<file path="config.mk">
export PLATFORM = sky130hd
export DESIGN_NAME = ttl74x168
export DESIGN_NICKNAME = d
export VERILOG_FILES = /design/src/rtl/ttl_pkg.sv /design/src/rtl/ttl_updown_step.sv /design/src/rtl/ttl74x168.sv
export SDC_FILE = /design/constraint.sdc
export NUM_CORES = 1
export LEC_CHECK = 0
export BUFFER_PORTS_ARGS = -buffer_cell sky130_fd_sc_hd__buf_2
export CAP_MARGIN = 20
export CORE_AREA = 2 2 39 41
export DETAILED_ROUTE_END_ITERATION = 7
export DIE_AREA = 0 0 41 43
export PLACE_DENSITY_LB_ADDON = 0.1
export SLEW_MARGIN = 20
export SYNTH_ARGS = -nofsm -noshare
export SYNTH_HDL_FRONTEND = slang
export SYNTH_HIERARCHICAL = 1
export SYNTH_SLANG_ARGS = --single-unit
export TNS_END_PERCENT = 50
</file>
<file path="constraint.sdc">
create_clock -name clk -period 4.9 [get_ports clk]
set_input_delay 0.245 -clock clk [delete_from_list [all_inputs] [get_ports clk]]
set_output_delay 0.245 -clock clk [all_outputs]
set_load 0.03 [all_outputs]
</file>
<file path="src/rtl/ttl_pkg.sv">
// Shared constants and types for the TTL-style counter family.
// The binary variant is selected with the TTL74X168_BINARY_EN macro in the users of this package.
package ttl_pkg;

    localparam int WIDTH          = 4;
    localparam int DECADE_MODULUS = 10;
    localparam int BINARY_MODULUS = 16;

    typedef logic [WIDTH-1:0] ttl_nibble_t;

    // Highest legal count for a given modulus, as a register-width value.
    function automatic ttl_nibble_t last_state(input int modulus);
        return ttl_nibble_t'(modulus - 1);
    endfunction

endpackage

</file>
<file path="src/rtl/ttl_updown_step.sv">
// Combinational next-count for one up/down step, including wrap and illegal-state recovery.
// Decade behaviour by default; TTL74X168_BINARY_EN selects plain 4-bit binary wrap.
module ttl_updown_step
    import ttl_pkg::*;
(
    input  ttl_nibble_t q,
    input  logic        up,
    output ttl_nibble_t next_q
);

`ifdef TTL74X168_BINARY_EN
    // Every 4-bit value is legal, so the natural 4-bit wrap is the whole story.
    always_comb begin
        // NOTE: assigning a default first keeps always_comb free of inferred latches.
        next_q = q;
        if (up) begin
            next_q = q + 4'd1;
        end else begin
            next_q = q - 4'd1;
        end
    end
`else
    localparam ttl_nibble_t LAST_DECADE = last_state(DECADE_MODULUS);

    always_comb begin
        next_q = q;
        if (q > LAST_DECADE) begin
            // Codes 10-15 recover in a single enabled edge, towards the end nearest the direction.
            next_q = up ? '0 : LAST_DECADE;
        end else if (up) begin
            next_q = (q == LAST_DECADE) ? '0 : q + 4'd1;
        end else begin
            next_q = (q == '0) ? LAST_DECADE : q - 4'd1;
        end
    end
`endif

endmodule

</file>
<file path="src/rtl/ttl74x168.sv">
// SN74LS168-style synchronous up/down decade counter with active-low enables and terminal count.
// Defining TTL74X168_BINARY_EN turns it into the SN74LS169 binary (modulo-16) variant.
module ttl74x168
    import ttl_pkg::*;
(
    input  logic             clk,
    input  logic             MR,
    input  logic             PE_n,
    input  logic             CEP_n,
    input  logic             CET_n,
    input  logic             U_D,
    input  logic [WIDTH-1:0] P,
    output logic [WIDTH-1:0] Q,
    output logic             TC_n
);

`ifdef TTL74X168_BINARY_EN
    localparam int MODULUS = BINARY_MODULUS;
`else
    localparam int MODULUS = DECADE_MODULUS;
`endif

    localparam ttl_nibble_t TC_UP_VALUE = last_state(MODULUS);

    ttl_nibble_t step_q;

    ttl_updown_step u_step (
        .q      (Q),
        .up     (U_D),
        .next_q (step_q)
    );

    always_ff @(posedge clk) begin
        // NOTE: registered state uses non-blocking assignments so all flops update together.
        if (MR) begin
            Q <= '0;
        end else if (!PE_n) begin
            Q <= P;
        end else if (!CEP_n && !CET_n) begin
            Q <= step_q;
        end
    end

    // CET_n gates the decode so a stage only signals carry/borrow when the stage below it is at its end.
    always_comb begin
        TC_n = 1'b1;
        if (!CET_n) begin
            if (U_D) begin
                TC_n = (Q != TC_UP_VALUE);
            end else begin
                TC_n = (Q != '0);
            end
        end
    end

endmodule

</file>
==> impl_results.rst <==
.. list-table::
   :header-rows: 1

   * - Metric
     - Value
   * - Outcome
     - finished, final reports clean
   * - Crit path kind
     - flop to flop
   * - Net Switching
     - 37.3 uW
   * - Sequential-to-total area share from yosys stat
     - 0.233
   * - Vias in the first global route
     - 319
   * - Number of I/O pins
     - 15
   * - Starting density of the core
     - 0.249
   * - Post-route fraction of the period consumed by the critical path
     - 0.372
   * - Share of the core filled with cells in the final layout
     - 0.327
   * - Drt wl/cell
     - 12.0 um
   * - Fraction of the mapped netlist area in simple logic gates
     - 0.378
   * - Global route overflow
     - 0
   * - Area fraction in compound gates after synthesis
     - 0.295
   * - Top reg by flops
     - Q
   * - Arrival time reported for the critical path endpoint
     - 1.97 ns
   * - Hold buffer count at CTS
     - 0
   * - CP max FO
     - 11
   * - Worst-case headroom to the max-slew limit
     - 0.756
   * - Total of buffers placed on input and output ports
     - 14
   * - First DRT Iteration DRCs
     - 1
   * - Worst Hold Class
     - primary input to flop
   * - Fill count
     - 167
   * - Top cell type by total area after synthesis
     - sky130_fd_sc_hd__dfxtp_1
   * - Total power draw
     - 115 uW
   * - Pin count of the biggest net entering global routing
     - 13
   * - Number of synthesized register bits
     - 4
   * - Final period demand of the worst path
     - 1.82 ns
   * - Initial antenna violation count
     - 0
   * - Main combinational cell family by area after synthesis
     - simple AND/OR/NAND/NOR gates
   * - Worst Setup Start Kind
     - flop
   * - RSZ-0062 raised after global routing
     - no
   * - Placed cell area
     - 430 um2
   * - Total global-route track usage
     - 0.107
   * - Reported max-cap violation count
     - 0
   * - Global-route wire length before repair
     - 1340 um
   * - Die width
     - 41 um
   * - CTS sink cnt
     - 4
   * - Fin Clk Skew
     - 0.00115 ns
   * - Share of the synthesized area in the top cell type
     - 0.233
   * - Unique cell type count in the Yosys netlist
     - 22
   * - Final estimated routing congestion in global placement
     - 0.687
   * - Worst vdd rail ir drop
     - 0.0443 mV
   * - Final standard cell area without fillers
     - 453 um2
   * - Post-Synth XOR/XNOR Area
     - 0.0255
   * - Multiplexer fraction of the synthesized cell area
     - 0.0582
   * - Number of iterations in the first detailed-routing pass
     - 4
   * - Yosys warning total
     - 6
   * - Combinational Power Share
     - 0.283
   * - Detailed placement HPWL
     - 670 um
   * - Pwr dens
     - 254 nW/um2
   * - Share of post-route cells with drive strength above 1
     - 0.300
   * - Switch share
     - 0.324
   * - Post-synthesis instance total
     - 44
   * - Clk_lat worst skew
     - 0.23 ns
   * - Net Count, Synth
     - 54
   * - Post-Route Setup TNS
     - 0 ns
   * - Die Span Y
     - 43 um
   * - Final slew viol count
     - 0
   * - ANT nets after route
     - 0
   * - # rows
     - 14
   * - Sequential fraction of design power
     - 0.368
   * - Wire length reported by the detailed router
     - 911 um
   * - Setup-violating endpoint count in the final report
     - 0
   * - Post-Syn Area
     - 344 um2
   * - ANT cells
     - 0
   * - Core area
     - 1380 um2
   * - Buffer count from post-CTS setup fixing
     - 0
   * - Critical path capture point type
     - flop
   * - Largest register FFs
     - 4
   * - Fmax
     - 549 MHz
   * - Slew of the pin with the lowest slew margin
     - 0.366 ns
   * - Adder-cell share of the synthesized area
     - 0
   * - Number of buffers added by the clock tree synthesis step
     - 3
   * - Register cell area after layout
     - 80.1 um2
   * - Resize count post-CTS
     - 0
   * - CTS tree
     - built
   * - Leakage power of the design
     - 0.000182 uW
   * - Total area of multi-input combinational cells
     - 260 um2
   * - Signed area change from the synthesized netlist to the final layout
     - 31.6%
   * - DRC violation count after routing
     - 0
   * - Clock network power share
     - 0.349
   * - Number of buffers on the longest clock path
     - 2
   * - Clk slew on worst S/H paths
     - 0.04 ns
   * - Die Footprint
     - 1760 um2
   * - Via-to-Cell Ratio
     - 5.30
   * - Internal portion of total power
     - 77.7 uW
   * - Worst EP required
     - 5.04 ns
   * - Cells taking the most area after synthesis
     - sky130_fd_sc_hd__dfxtp_1 (23%), sky130_fd_sc_hd__a311oi_1 (10%), sky130_fd_sc_hd__or3b_1 (10%)
   * - Syn Area/Cell
     - 7.82 um2
   * - Largest registers ranked by flip-flop count
     - Q x4
   * - Fin. Hold Viols
     - 0
   * - Clk Tree Root Cell
     - sky130_fd_sc_hd__clkbuf_4
   * - Vias after detailed routing
     - 403
   * - Fin nets
     - 72
   * - Maximum level of the CTS H-tree
     - 1
logic make-up after synthesis:
| logic type | Yosys count |
|---|---|
| mux | 2 |
| buf+inv | 1 |
| compound gates | 15 |
| xor+xnor | 1 |
| flops | 4 |
| simple gates | 21 |
metrics by stage:
step	cells	hold WS (ns)	worst slack (ns)
2_1_floorplan	44	0.317	3.02
3_3_place_gp	73	0.473	3.09
3_5_place_dp	73	0.464	3.08
4_1_cts	76	0.218	3.07
5_1_grt	76	0.224	2.94
6_report	76	0.226	3.08
cell usage after synthesis:
library cell and n:
sky130_fd_sc_hd__a211oi_1 1, sky130_fd_sc_hd__a21oi_1 1, sky130_fd_sc_hd__a311oi_1 4, sky130_fd_sc_hd__and2_1 1, sky130_fd_sc_hd__and3_1 1, sky130_fd_sc_hd__clkbuf_1 1, sky130_fd_sc_hd__dfxtp_1 4, sky130_fd_sc_hd__mux2i_1 2
sky130_fd_sc_hd__nand2b_1 1, sky130_fd_sc_hd__nand3_1 2, sky130_fd_sc_hd__nor2_1 5, sky130_fd_sc_hd__nor2b_1 1, sky130_fd_sc_hd__nor3_1 3, sky130_fd_sc_hd__nor4b_1 1, sky130_fd_sc_hd__o21a_1 1, sky130_fd_sc_hd__o21ai_0 6
sky130_fd_sc_hd__o311ai_1 1, sky130_fd_sc_hd__o31ai_1 1, sky130_fd_sc_hd__or3_1 1, sky130_fd_sc_hd__or3b_1 4, sky130_fd_sc_hd__or4_4 1, sky130_fd_sc_hd__xnor2_1 1
power by group through the flow:
stage	Combinational (uW)	Clock (uW)	Sequential (uW)
after floorplan	17.3	0	45.7
after global placement	33.4	0	42.6
after detailed placement	32.8	0	42.6
after CTS	32.9	42.7	42.1
after global routing	36.2	43.0	43.4
final	32.5	40.2	42.3
metal layers:
metal | global-route usage | vias up | wire length, um
met4 | 0.0600 | 0 | 0
met1 | 0.149 | 182 | 439
met3 | 0.00524 | 0 | 51
met2 | 0.156 | 10 | 419
li1 | - | 211 | -
met5 | 0 | - | 0
worst max-delay path, cell delays in order (launching register included):
cell and delay (ns):
sky130_fd_sc_hd__dfxtp_1 0.52, sky130_fd_sc_hd__nand2b_1 0.09, sky130_fd_sc_hd__or4_4 0.42, sky130_fd_sc_hd__o31ai_1 0.08, sky130_fd_sc_hd__or3b_1 0.37, sky130_fd_sc_hd__a311oi_1 0.24
final cells by class:
class | count | area share
Multi-Input combinational cell | 39 | 0.575
Sequential cell | 4 | 0.177
Timing Repair Buffer | 14 | 0.155
Clock buffer | 3 | 0.0497
Tap cell | 16 | 0.0442
cell usage in the layout (no fill, tap or decap):
cell type	n
sky130_fd_sc_hd__a21oi_1	1
sky130_fd_sc_hd__buf_2	14
sky130_fd_sc_hd__o21a_1	1
sky130_fd_sc_hd__nor2_1	5
sky130_fd_sc_hd__nand3_1	2
sky130_fd_sc_hd__or3_1	1
sky130_fd_sc_hd__or4_4	1
sky130_fd_sc_hd__a311oi_1	4
sky130_fd_sc_hd__nor2b_1	1
sky130_fd_sc_hd__a211oi_1	1
sky130_fd_sc_hd__or3b_1	4
sky130_fd_sc_hd__and3_1	1
sky130_fd_sc_hd__o21ai_0	6
sky130_fd_sc_hd__mux2i_1	2
sky130_fd_sc_hd__nand2b_1	1
sky130_fd_sc_hd__nor3_1	3
sky130_fd_sc_hd__nor4b_1	1
sky130_fd_sc_hd__and2_1	1
sky130_fd_sc_hd__clkbuf_4	3
sky130_fd_sc_hd__xnor2_1	1
sky130_fd_sc_hd__o311ai_1	1
sky130_fd_sc_hd__dfxtp_1	4
sky130_fd_sc_hd__o31ai_1	1
path summary, 6_finish.rpt:
path | slack, ns | endpoint | cells past startpoint | from
setup reg to reg | 3.08 | Q[1] | 5 | Q[3]
setup / recovery | 3.08 | Q[1] | 5 | Q[3]
hold / removal | 0.23 | Q[1] | 2 | MR
hold reg to reg | 0.64 | Q[2] | 2 | Q[2]
No activity file was read; power rests on OpenSTA's default activity.
